==> src/rtl/breath_led_pkg.sv <==
// Shared widths and direction encodings for the breathing-LED block.
package breath_led_pkg;

  localparam int CNT_US_W = 7;
  localparam int CNT_W    = 10;

  localparam logic DIR_UP   = 1'b0;
  localparam logic DIR_DOWN = 1'b1;

endpackage

==> src/rtl/breath_led_div.sv <==
// Enabled modulo-MAX counter; tick marks the enabled cycle on which it wraps to zero.
module breath_led_div
  import breath_led_pkg::*;
#(
  parameter int unsigned      WIDTH = CNT_W,
  parameter logic [WIDTH-1:0] MAX   = WIDTH'(1000)
) (
  input  logic             clk,
  input  logic             rst_n,
  input  logic             en,
  output logic [WIDTH-1:0] cnt,
  output logic             tick
);

  localparam logic [WIDTH-1:0] LAST = MAX - 1'b1;

  assign tick = en & (cnt == LAST);

  always_ff @(posedge clk or negedge rst_n) begin
    if (!rst_n) begin
      cnt <= '0;
    end else if (tick) begin
      cnt <= '0;
    end else if (en) begin
      cnt <= cnt + 1'b1;
    end
  end

endmodule

==> src/rtl/breath_led.sv <==
// Breathing PWM LED: cascaded 2us/2ms/2s counters set window position and duty.
// Define BREATH_LED_ACTIVE_LOW_EN to drive led inverted (active-low board LED).
module breath_led
  import breath_led_pkg::*;
#(
  parameter logic [CNT_US_W-1:0] CNT_2US_MAX = 7'd100,
  parameter logic [CNT_W-1:0]    CNT_2MS_MAX = 10'd1000,
  parameter logic [CNT_W-1:0]    CNT_2S_MAX  = 10'd1000
) (
  input  logic clk,
  input  logic rst_n,
  output logic led
);

  logic [CNT_US_W-1:0] cnt_2us;
  logic [CNT_W-1:0]    cnt_2ms;
  logic [CNT_W-1:0]    cnt_2s;
  logic                tick_2us;
  logic                tick_2ms;
  logic                tick_2s;
  logic                dir;
  logic                led_on;

  breath_led_div #(.WIDTH(CNT_US_W), .MAX(CNT_2US_MAX)) u_div_2us (
    .clk  (clk),
    .rst_n(rst_n),
    .en   (1'b1),
    .cnt  (cnt_2us),
    .tick (tick_2us)
  );

  breath_led_div #(.WIDTH(CNT_W), .MAX(CNT_2MS_MAX)) u_div_2ms (
    .clk  (clk),
    .rst_n(rst_n),
    .en   (tick_2us),
    .cnt  (cnt_2ms),
    .tick (tick_2ms)
  );

  breath_led_div #(.WIDTH(CNT_W), .MAX(CNT_2S_MAX)) u_div_2s (
    .clk  (clk),
    .rst_n(rst_n),
    .en   (tick_2ms),
    .cnt  (cnt_2s),
    .tick (tick_2s)
  );

  always_ff @(posedge clk or negedge rst_n) begin
    if (!rst_n) begin
      dir <= DIR_UP;
    end else if (tick_2s) begin
      dir <= ~dir;
    end
  end

  // cnt_2ms is the position inside the PWM window, cnt_2s sets the duty
  assign led_on = (dir == DIR_UP) ? (cnt_2ms < cnt_2s) : (cnt_2ms >= cnt_2s);

  always_ff @(posedge clk or negedge rst_n) begin
    if (!rst_n) begin
`ifdef BREATH_LED_ACTIVE_LOW_EN
      led <= 1'b1;
`else
      led <= 1'b0;
`endif
    end else begin
`ifdef BREATH_LED_ACTIVE_LOW_EN
      led <= ~led_on;
`else
      led <= led_on;
`endif
    end
  end

endmodule

==> config.mk <==
export PLATFORM = sky130hd
export DESIGN_NAME = breath_led
export DESIGN_NICKNAME = d
export VERILOG_FILES = /design/src/rtl/breath_led_pkg.sv /design/src/rtl/breath_led_div.sv /design/src/rtl/breath_led.sv
export SDC_FILE = /design/constraint.sdc
export NUM_CORES = 1
export LEC_CHECK = 0
export CORE_ASPECT_RATIO = 1.75
export CORE_UTILIZATION = 40
export CTS_CLUSTER_SIZE = 20
export DETAILED_ROUTE_END_ITERATION = 10
export MAX_ROUTING_LAYER = met4
export PLACE_DENSITY = 0.52
export SYNTH_ARGS = -nofsm -noshare
export SYNTH_HDL_FRONTEND = slang
export SYNTH_HIERARCHICAL = 1
export SYNTH_SLANG_ARGS = --single-unit
==> constraint.sdc <==
create_clock -name clk -period 4.75 [get_ports clk]
set_clock_uncertainty 0.1 [all_clocks]
set_input_delay 1.1875 -clock clk [delete_from_list [all_inputs] [get_ports clk]]
set_output_delay 1.1875 -clock clk [all_outputs]
set_load 0.01 [all_outputs]
; After elaboration in Yosys (flattened, before gate mapping)
; Index checks and enable logic that the tools add are counted.
[word_totals]
elab_cells = 24
register_bits = 29
out_inout_bits = 1
[op_classes]
n_eq_ne = 3
addsub = 3
bitwise = 3
muxes = 6
reduce_logical = 2
n_lt_le_gt_ge = 2
[ops]
columns = cell, n
row1 = 10-bit two-way mux, 4
row2 = 10-bit by 1-bit adder with 10-bit output (second input constant), 2
row3 = 10-bit equality test (second input constant), 2
row4 = 10-bit >= comparator, 1
row5 = 10-bit less-than comparator, 1
row6 = 7-bit by 1-bit adder with 7-bit output (second input constant), 1
row7 = 7-bit equality test (second input constant), 1
row8 = 7-bit two-way mux, 1
row9 = 2-bit nonzero test, 2
row10 = 1-bit AND, 2
row11 = 1-bit two-way mux, 1
row12 = 1-bit NOT, 1

; Depth between registers and ports, before layout
[depth]
word_depth = 4
depth_mapped = 10

; Cells and area by module
; The synthesis kept the hierarchy.
[modules_own_cells]
columns = mod, instances, area_each_um2, cells_each, seq_area_each_um2
row1 = breath_led_div at u_div_2ms ..., 2, 513.0, 51, 250.2
row2 = breath_led_div at u_div_2us, 1, 369.1, 34, 175.2
row3 = breath_led, 1, 360.3, 44, 50.0

; Worst setup path after synthesis
; Ideal clock, no wire load.
[synth_path]
kind = flip-flop to flip-flop
start = register u_div_2us.cnt[4]
end = register u_div_2s.cnt[8]
period_less_slack_ps = 2660
setup_time_ps = 77
n_path_buf = 1
arrival_ps = 2482
setup_slack_ps = 2090
path_stages_with_launch = 9
path_cell_list = dfrtp_1 > or4b_4 > nor2_4 > and3_1 > and4_1 > buf_2 > nand4_2 > or4_1 > a21oi_1
[synth_between]
elab_chain_len = 4
elab_cells_between_ends = 5
cone_classes = 1 x eq/ne / 1 x mux / 2 x bitwise / 1 x reduce/logical
[synth_lines]
columns = item, line
row1 = from (decl), breath_led_div.sv:11  ; output logic [WIDTH-1:0] cnt,
row2 = from (signal assigned), breath_led_div.sv:25  ; cnt <= cnt + 1'b1;
row3 = 7-bit equality test *, breath_led_div.sv:17  ; assign tick = en & (cnt == LAST);
row4 = named net tick_2us, breath_led.sv:18  ; logic tick_2us;
row5 = 1-bit AND *, breath_led_div.sv:17
row6 = named net tick_2ms, breath_led.sv:19  ; logic tick_2ms;
row7 = 1-bit AND, breath_led_div.sv:17
row8 = 10-bit two-way mux / 2-bit nonzero test (equally long branches), n/a
row9 = to (signal assigned), breath_led_div.sv:25
row10 = to (decl), breath_led_div.sv:11
; Mark *: on every way through the listed nets, which the timed path passes. The rest lies on a longest branch.
; A chain may end at the register's enable or synchronous reset.

; Final worst setup path
[layout_path]
start = register u_div_2us.cnt[4]
end = register u_div_2s.cnt[7]
; The elaborated chain is that of the path after synthesis.

==> results.md <==
- Diodes inserted: 0
- Num rows: 31
- Setup ws final: 1.669 ns
- Peak VDD IR: 0.2052 mV
- P per Cell Area: 372.0 mW/mm2
- Number of synthesized register bits: 29
- Critical Path Source Type: register
- Ys async rst share: 100.0%
- Fin crit period: 3.081 ns
- First-iteration detailed-routing DRC count: 28
- Crit-path slowest cell: or4b_4
- Leakage power: 0.8780 nW
- Die Area: 0.004668 mm2
- Clock Root Buffer: clkbuf_8
- H-tree Lvls: 2
- Syn-to-layout area delta: 11.97%
- RSZ-0062 raised after global routing: false
- Layout cells sized above 1: 10.36%
- Core Util, Final: 46.92%
- WS Path Type: reg -> reg
- WP data required: 4.86 ns
- ANT nets after route: 0
- Total gr overflow: 0
- CP Max Fanout: 14
- First-pass GRT wire length: 5906 um
- Average wire per standard cell: 14.74 um
- Max-cap check violation count: 0
- # Post-CTS Setup Buffers: 0
- Post-synth top area share: 41.34%
- Cts bufs inserted: 5
- Vias per cell: 5.496
- Critical Path AT: 3.19 ns
- Worst Hold Class: reg -> reg
- Die Y: 89.64 um
- First-pass DRT Iterations: 4
- Max Buffers Root-to-Sink: 2
- WL final: 3568 um
- Yosys warning count: 6
- Io pins: 3
- Vias in the first global route: 1289
- Hold Vio Cnt, Final: 0
- GP Congestion: 0.7841
- Average size of a mapped cell: 9.752 um2
- Cells after synthesis: 180
- CTS Hold Bufs: 0
- GRT Overall Usage: 18.28%
- CTS tree: built
- Final TNS setup: 0 ns
- Place WS: 1.679 ns
- Post_cts resized: 0
- Starting Density: 41.91%
- Initial antenna violation count: 0
- Port Buffers: 2
- Ys flop type: dfrtp_1
- Largest net degree at the start of global routing: 30
- Tcrit/Tclk final: 64.86%
- Netlist cell types: 41
- Hpwl dp: 2585 um
- Drt drc: 0
- Post-synth EDFFs: 0
- Sequential-to-total area share from yosys stat: 41.34%
- Post-Syn Area: 0.001755 mm2
- Largest cells by area after synthesis: dfrtp_1, ha_1, nand2_1
- NumNets Final: 207
- Die W: 52.08 um
- CP max stage delay: 0.58 ns
- Maximum clock frequency: 324.6 MHz
- CP endpoint kind: register
- CP Cell Sequence: or4b_4 > nor2_4 > and3_1 > and4_1 > nand4_1 > or4_1 > a21oi_1
- Vias: 1330
- Endpoints failing setup: 0
- Clock-pin transition on the worst setup and hold timing paths: 0.07 ns
- Clk sink count: 29
- Status: finished, final reports clean
- Worst-Skew Late Latency: 0.28 ns
- Max-slew violations: 0
- Synth area leader: dfrtp_1
- Core Region: 0.004189 mm2
cells in the mapped netlist (2+ instances only):
cell,n
a21oi_2,2
nand3_1,3
nor3b_1,2
and3_1,2
a21oi_1,9
nand4_2,3
o2bb2a_1,2
a311oi_1,2
o31ai_1,4
or2b_1,2
a32oi_1,2
buf_2,2
inv_1,14
o22ai_1,2
nor2_1,10
nand2_1,23
or3_1,3
nand2b_1,3
o22a_1,4
and4_1,4
ha_1,13
dfrtp_1,29
nor4_1,2
xnor2_1,6
nand4_1,4
xor2_1,4
a21o_1,2
or4_1,4
o21ai_0,6
logic make-up (layout without fill, tap and decap cells):
group | after synthesis | after routing | synth area share, %
compound gates | 40 | 40 | 16.54
xor+xnor | 10 | 10 | 4.989
fa+ha+maj | 13 | 13 | 9.266
buf+inv | 16 | 25 | 3.564
flops | 29 | 29 | 41.34
mux | 2 | 2 | 1.212
other cells | 1 | 5 | 0.2136
simple gates | 69 | 69 | 22.88
registers in the layout, indices dropped and copies added (netlist names):
register       cells
u_div_2ms/cnt     10
u_div_2s/cnt      10
u_div_2us/cnt      7
dir                1
led                1
layout make-up:
type | instances | area (um2)
Clock buffer | 7 | 86.33
Clock inverter | 1 | 30.03
Fill cell | 417 | 2223
Inverter | 14 | 52.55
Multi-Input combinational cell | 139 | 982.2
Sequential cell | 29 | 725.7
Tap cell | 49 | 61.31
Timing Repair Buffer | 3 | 27.53
power by group:
group | leakage (nW) | internal (W) | switching (W)
Clock | 0.0585 | 0.000171 | 0.0000979
Combinational | 0.441 | 0.0000695 | 0.0000648
Sequential | 0.379 | 0.000283 | 0.0000451
layer usage:
metal  part of all wire [%]  global-route usage [%]  vias up
met3                    2.4                   3.872        8
met2                     51                   31.12       17
met4                    2.7                   10.81        0
met5                      0                       -        -
li1                       -                       -      675
met1                     44                   18.88      630
per-stage QoR:
stage / cells / instance area, um2 / power [W] / hold slack (ns)
2_1_floorplan: 184 / 1770 / 0.0004255 / 0.3831
4_1_cts: 242 / 1966 / 0.0007409 / 0.4253
6_report: 242 / 1966 / 0.0007311 / 0.4227
3_5_place_dp: 234 / 1849 / 0.0004682 / 0.4169
5_1_grt: 242 / 1966 / 0.0007757 / 0.4428
3_3_place_gp: 234 / 1849 / 0.0004649 / 0.4208
critical path, delay by kind of cell, from the launching register on:
family / cells / cell delay (ns)
and+or+nand+nor: 6 / 2.32
DFF: 1 / 0.44
AOI/OAI and AO/OA: 1 / 0.15
placed cells by master, fill, tap and decap left out, types with 3 or more instances in the layout:
master / synthesis / layout
o31ai_1: 4 / 4
o21ai_0: 6 / 6
nand3_1: 3 / 3
and4_1: 4 / 4
dfrtp_1: 29 / 29
conb_1: 1 / 5
inv_1: 14 / 14
o22a_1: 4 / 4
nand4_1: 4 / 4
clkbuf_8: 0 / 6
a21oi_1: 9 / 9
or3_1: 3 / 3
nand2b_1: 3 / 3
nor2_1: 10 / 10
nand2_1: 23 / 23
xnor2_1: 6 / 6
xor2_1: 4 / 4
or4_1: 4 / 4
nand4_2: 3 / 3
ha_1: 13 / 13
path summary, 6_finish.rpt:
check,startpoint,to,slack (ns),cells after the start
hold / removal,dir,dir,0.42,1
setup reg to reg,u_div_2us/cnt[4],u_div_2s/cnt[7],1.67,7
max in group asynchronous,rst_n,dir,3.08,2
setup / recovery,u_div_2us/cnt[4],u_div_2s/cnt[7],1.67,7
min in group asynchronous,rst_n,u_div_2ms/cnt[3],1.19,2
hold reg to reg,dir,dir,0.42,1
Power figures use the tool's default switching activity.
